**config.mk**
```make
export PLATFORM = sky130hd
export DESIGN_NAME = key_schedule_ctrl
export DESIGN_NICKNAME = d
export VERILOG_FILES = /design/src/rtl/key_schedule_ctrl.sv
export SDC_FILE = /design/constraint.sdc
export NUM_CORES = 2
export LEC_CHECK = 0
export BUFFER_PORTS_ARGS = -buffer_cell sky130_fd_sc_hd__buf_4
export CAP_MARGIN = 20
export CORE_MARGIN = 1.5
export CORE_UTILIZATION = 25
export CTS_CLUSTER_SIZE = 14
export DETAILED_ROUTE_END_ITERATION = 7
export HOLD_SLACK_MARGIN = 0.02
export MAX_ROUTING_LAYER = met4
export PLACE_DENSITY = 0.37
export SLEW_MARGIN = 20
export SYNTH_ARGS = -nofsm -noshare
export SYNTH_HDL_FRONTEND = slang
export SYNTH_SLANG_ARGS = --single-unit
export TNS_END_PERCENT = 1
```
**constraint.sdc**
```tcl
create_clock -name clk -period 23.1 [get_ports clk]
set_clock_uncertainty 0.1 [all_clocks]
set_input_delay 4.62 -clock clk [delete_from_list [all_inputs] [get_ports clk]]
set_output_delay 4.62 -clock clk [all_outputs]
set_load 0.005 [all_outputs]
```
**src/rtl/key_schedule_ctrl.sv**
```systemverilog
// AES-128 key-expansion controller: one KeyGeneration step per cycle, 11 round keys held for the round datapath.
// Latency: keys_ready rises 10 cycles after key acceptance; rd_key is registered, 1 cycle after rd_idx.
// Backpressure: key_ready is low during EXPAND; the source must hold key_valid until key_ready is seen.

module KeyGeneration (
    input  logic [3:0]   rc,
    input  logic [127:0] key,
    output logic [127:0] keyout
);

    function automatic logic [7:0] gmul(input logic [7:0] a, input logic [7:0] b);
        logic [7:0] p;
        logic [7:0] aa;
        p  = 8'h00;
        aa = a;
        for (int i = 0; i < 8; i++) begin
            if (b[i]) p = p ^ aa;
            aa = {aa[6:0], 1'b0} ^ (aa[7] ? 8'h1b : 8'h00);
        end
        return p;
    endfunction

    // Inverse as x^254 (product of x^2..x^128), then the AES affine transform.
    function automatic logic [7:0] sbox(input logic [7:0] x);
        logic [7:0] sq;
        logic [7:0] inv;
        sq  = x;
        inv = 8'h01;
        for (int k = 1; k < 8; k++) begin
            sq  = gmul(sq, sq);
            inv = gmul(inv, sq);
        end
        return inv ^ {inv[6:0], inv[7]} ^ {inv[5:0], inv[7:6]}
                   ^ {inv[4:0], inv[7:5]} ^ {inv[3:0], inv[7:4]} ^ 8'h63;
    endfunction

    logic [7:0]  rcon;
    logic [31:0] w0, w1, w2, w3, rot, temp;

    always_comb begin
        case (rc)
            4'd0:    rcon = 8'h01;
            4'd1:    rcon = 8'h02;
            4'd2:    rcon = 8'h04;
            4'd3:    rcon = 8'h08;
            4'd4:    rcon = 8'h10;
            4'd5:    rcon = 8'h20;
            4'd6:    rcon = 8'h40;
            4'd7:    rcon = 8'h80;
            4'd8:    rcon = 8'h1b;
            4'd9:    rcon = 8'h36;
            default: rcon = 8'h00;
        endcase
    end

    assign {w0, w1, w2, w3} = key;
    assign rot  = {w3[23:0], w3[31:24]};
    assign temp = {sbox(rot[31:24]), sbox(rot[23:16]), sbox(rot[15:8]), sbox(rot[7:0])}
                  ^ {rcon, 24'h000000};
    assign keyout[127:96] = w0 ^ temp;
    assign keyout[95:64]  = w1 ^ w0 ^ temp;
    assign keyout[63:32]  = w2 ^ w1 ^ w0 ^ temp;
    assign keyout[31:0]   = w3 ^ w2 ^ w1 ^ w0 ^ temp;

endmodule

module key_schedule_ctrl #(
    parameter int NUM_ROUNDS = 10,
    parameter int IDX_W      = 4
) (
    input  logic             clk,
    input  logic             rst_n,
    input  logic [127:0]     key_in,
    input  logic             key_valid,
    output logic             key_ready,
    input  logic             clear,
    output logic             busy,
    output logic             keys_ready,
    input  logic [IDX_W-1:0] rd_idx,
    output logic [127:0]     rd_key,
    output logic             rd_valid
);

    localparam logic [IDX_W-1:0] LAST_RC = IDX_W'(NUM_ROUNDS - 1);
    localparam logic [IDX_W-1:0] MAX_IDX = IDX_W'(NUM_ROUNDS);

    typedef enum logic [1:0] {IDLE = 2'd0, EXPAND = 2'd1, DONE = 2'd2} state_t;

    state_t           state, state_nxt;
    logic [IDX_W-1:0] rc;
    logic [127:0]     cur;
    logic [127:0]     step_key;
    logic [127:0]     rk [0:NUM_ROUNDS];
    logic             accept;
    logic             last_step;
    logic             rd_ok;

    KeyGeneration u_step (
        .rc     (rc),
        .key    (cur),
        .keyout (step_key)
    );

    assign key_ready = (state == IDLE) || (state == DONE);
    assign busy      = (state == EXPAND);
    // clear wins over a simultaneous handshake, so the key is simply not taken.
    assign accept    = key_valid && key_ready && !clear;
    assign last_step = busy && (rc == LAST_RC);
    assign rd_ok     = keys_ready && !clear && (rd_idx <= MAX_IDX);

    always_ff @(posedge clk or negedge rst_n) begin
        if (!rst_n) state <= IDLE;
        else        state <= state_nxt;
    end

    always_comb begin
        state_nxt = state;
        if (clear) begin
            state_nxt = IDLE;
        end else begin
            case (state)
                IDLE, DONE: if (accept) state_nxt = EXPAND;
                EXPAND:     if (last_step) state_nxt = DONE;
                default:    state_nxt = IDLE;
            endcase
        end
    end

    always_ff @(posedge clk or negedge rst_n) begin
        if (!rst_n) begin
            rc         <= '0;
            cur        <= '0;
            keys_ready <= 1'b0;
        end else if (clear) begin
            rc         <= '0;
            keys_ready <= 1'b0;
        end else if (accept) begin
            rc         <= '0;
            cur        <= key_in;
            keys_ready <= 1'b0;
        end else if (busy) begin
            rc         <= rc + 1'b1;
            cur        <= step_key;
            keys_ready <= last_step;
        end
    end

    // Storage is deliberately unreset; keys_ready gates every read.
    always_ff @(posedge clk) begin
        if (accept)    rk[0]         <= key_in;
        else if (busy) rk[rc + 1'b1] <= step_key;
    end

    always_ff @(posedge clk or negedge rst_n) begin
        if (!rst_n) begin
            rd_key   <= '0;
            rd_valid <= 1'b0;
        end else if (rd_ok) begin
            rd_key   <= rk[rd_idx];
            rd_valid <= 1'b1;
        end else begin
            rd_key   <= '0;
            rd_valid <= 1'b0;
        end
    end

endmodule
```
==> run_results.csv <==
group,metric,value,unit
floorplan,rows,257,
layout,nets,11800,
worst_setup_path,crit_type,"reg -> reg",
layout,final_util,28.5,%
clock_tree,cts-root-buf,"clkbuf_16",
synthesis,syn_avg_cell_area,10.7,sq um
synthesis,synth_cell_type_count,109,
clock_tree,cts_setup_buffers,0,
layout,fillerInstances,50800,
clock_tree,clock_latency,0.85,ns
floorplan,die_y,704,microns
sta,finalHoldViolCount,0,
clock_tree,cts_hold_buffers,0,
floorplan,io_pins,268,
floorplan,die_area,495000,sq um
placement,dp_hpwl,305000,microns
synthesis,synth_edf_count,1408,
drt,ant_nets,0,
layout,drive_gt1_share,13.0,%
drt,vias,90300,
floorplan,die_w,704,microns
grt,track_usage,18.3,%
synthesis,ys_ff_latch,1672,
worst_setup_path,critPathSlowestCell,"xnor3_1",
sta,setup_viol,0,
synthesis,synth_flop_cell,"edfxtp_1",
sta,setup_ws,2.16,ns
worst_hold_path,min_path_type,"reg -> reg",
drt,routedWlPerCell,25.0,microns
drt,drt-initial-drc-count,7912,
floorplan,core_area,489000,sq um
synthesis,yosysTopAreaCellShare,34.4,%
clock_tree,cts_buffers,176,
drt,via_per_inst,4.95,
layout,area_growth_syn_to_layout,13.6,%
sta,rsz0062_at_grt,"no",
worst_setup_path,startpoint_type,"register",
drt,drc,0,
sta,slew_viol_final,0,
clock_tree,clk_pin_slew,0.06,ns
clock_tree,cts.sinks,1672,
drt,drt_wl_total,456000,microns
worst_setup_path,cp.required,23.49,ns
sta,relSlewSlack,13.0,%
worst_setup_path,critPathArrivalTime,21.32,ns
drt,drtPass1Iterations,6,
placement,portBuffers,267,
synthesis,synth.most_common_cell,"xnor2_1",
synthesis,synth_warnings,0,
sta,setup_tns,0,ns
placement,place_area,134000,sq um
sta,fmaxAchievable,47.8,MHz
placement,gp_congestion,0.839,
layout,final_cell_area,140000,sq um
floorplan,start_util,25.1,%
worst_setup_path,critPathCaptureType,"register",
synthesis,synthTopCellsByArea,"edfxtp_1 (34%), xnor2_1 (12%), xnor3_1 (7.0%)",
grt,grt_start_max_net_pins,129,
synthesis,syn_nets,11700,
placement,dp_slack,1.91,ns
clock_tree,ctsResizeCount,0,
synthesis,synth_area,123000,sq um
status,status,"complete, no violations",
worst_setup_path,crit_path_frequent_cell,"xnor3_1",
clock_tree,cts.htree.levels,4,
grt,grt_pass1_vias,90100,
grt,grt_overflow,0,
synthesis,yosys-top-cells-count,"xnor2_1 (1638), edfxtp_1 (1408), nor2_1 (1315), nand2_1 (1038), a21oi_1 (564)",
flow_run,drv_cap,0,
synthesis,syn_inst,11500,
worst_setup_path,crit_path_max_fanout,20,
synthesis,yosysTopAreaCell,"edfxtp_1",
grt,grt_pass1_wl,663000,microns
grt,antenna_found_initial,63,
sta,post-route-period-util,90.6,%
sta,worstMarginPinSlew,1.30,ns
synthesis,ys_async_sr_fraction,15.8,%
synthesis,synth.yosys.seq_area_share,39.8,%
clock_tree,cts_tree,"yes",
sta,period_minus_slack,20.94,ns
clock_tree,cts_buffer_depth,4,
worst_setup_path,slowest_delay,0.96,ns
## layout by cell type (no fill, tap or decap), types with 48 or more instances in the layout
| master | count |
|---|---|
| clkbuf_1 | 62 |
| a22oi_1 | 82 |
| nand2_1 | 1037 |
| xnor3_1 | 379 |
| xor2_1 | 461 |
| nor3_1 | 228 |
| clkbuf_16 | 182 |
| a31oi_1 | 84 |
| nor2b_1 | 177 |
| xnor2_2 | 128 |
| o211ai_1 | 71 |
| edfxtp_1 | 1408 |
| a211oi_1 | 343 |
| nand3_1 | 166 |
| mux4_2 | 261 |
| or3_1 | 52 |
| nor2_1 | 1305 |
| buf_4 | 681 |
| inv_1 | 95 |
| mux2_2 | 48 |
| o21ai_1 | 67 |
| nand2b_1 | 59 |
| xnor2_1 | 1578 |
| and2_1 | 54 |
| o22ai_1 | 117 |
| o21ai_0 | 470 |
| dfrtp_1 | 264 |
| xor3_1 | 66 |
| mux2i_1 | 347 |
| a21oi_1 | 564 |
## metrics by stage
stage / hold WS (ns) / instances
2_1_floorplan: 0.371 / 11500
3_3_place_gp: 0.395 / 17900
3_5_place_dp: 0.403 / 17900
4_1_cts: 0.419 / 18200
5_1_grt: 0.455 / 18200
6_report: 0.409 / 18300
## final timing paths
check / startpoint / to / slack, ns / cells past startpoint
worst max-delay path: cur[7] / rk[10][13] / 2.16 / 45
worst min-delay path: cur[109] / cur[109] / 0.41 / 2
worst max register to register: cur[7] / rk[10][13] / 2.16 / 45
worst min register to register: cur[109] / cur[109] / 0.41 / 2
max in group asynchronous: rst_n / cur[126] / 17.00 / 4
min in group asynchronous: rst_n / rd_key[54] / 3.64 / 1
## metal layers
metal	track usage, %	routed length (microns)	vias to the layer above
li1	-	-	41800
met1	24.7	208000	46000
met2	30.0	218000	2131
met3	1.99	22200	409
met4	3.26	8010	0
met5	-	0	-
## cell families after synthesis
logic type,synth area share (%)
and+or+nand+nor,11.6
DFF,39.8
AOI/OAI and AO/OA,12.1
muxes,8.07
xor gates and xnor gates,25.2
adders and majority gates,0.312
buffers and inverters,2.96
## flip-flops by register name (all words and copies together), names as in the netlist
name,flops
cur,128
keys_ready,1
rc,4
rd_key,128
rd_valid,1
rk,1408
state,2
## worst max-delay path, delay by kind of cell, from the launching register on
family | cells | cell delay, ns
XOR/XNOR | 29 | 14.81
AND/OR/NAND/NOR | 6 | 1.35
adder cells (fa/ha/maj) | 2 | 1.18
multiplexers | 2 | 0.52
AO/OA/AOI/OAI | 5 | 1.49
buffers and inverters | 1 | 0.20
flip-flops | 1 | 0.89
## layout make-up
| class | count | area, sq um | area share (%) |
|---|---|---|---|
| Inverter | 110 | 413 | 0.296 |
| Antenna cell | 38 | 95.1 | 0.0681 |
| Clock buffer | 256 | 4950 | 3.55 |
| Tap cell | 6475 | 8100 | 5.80 |
| Multi-Input combinational cell | 8942 | 71100 | 50.9 |
| Sequential cell | 1672 | 48900 | 35.0 |
| Clock inverter | 61 | 546 | 0.391 |
| Timing Repair Buffer | 704 | 5490 | 3.93 |
Power is not shown: default switching activity piles up to over one toggle a cycle in this logic, so the estimate is an artifact.
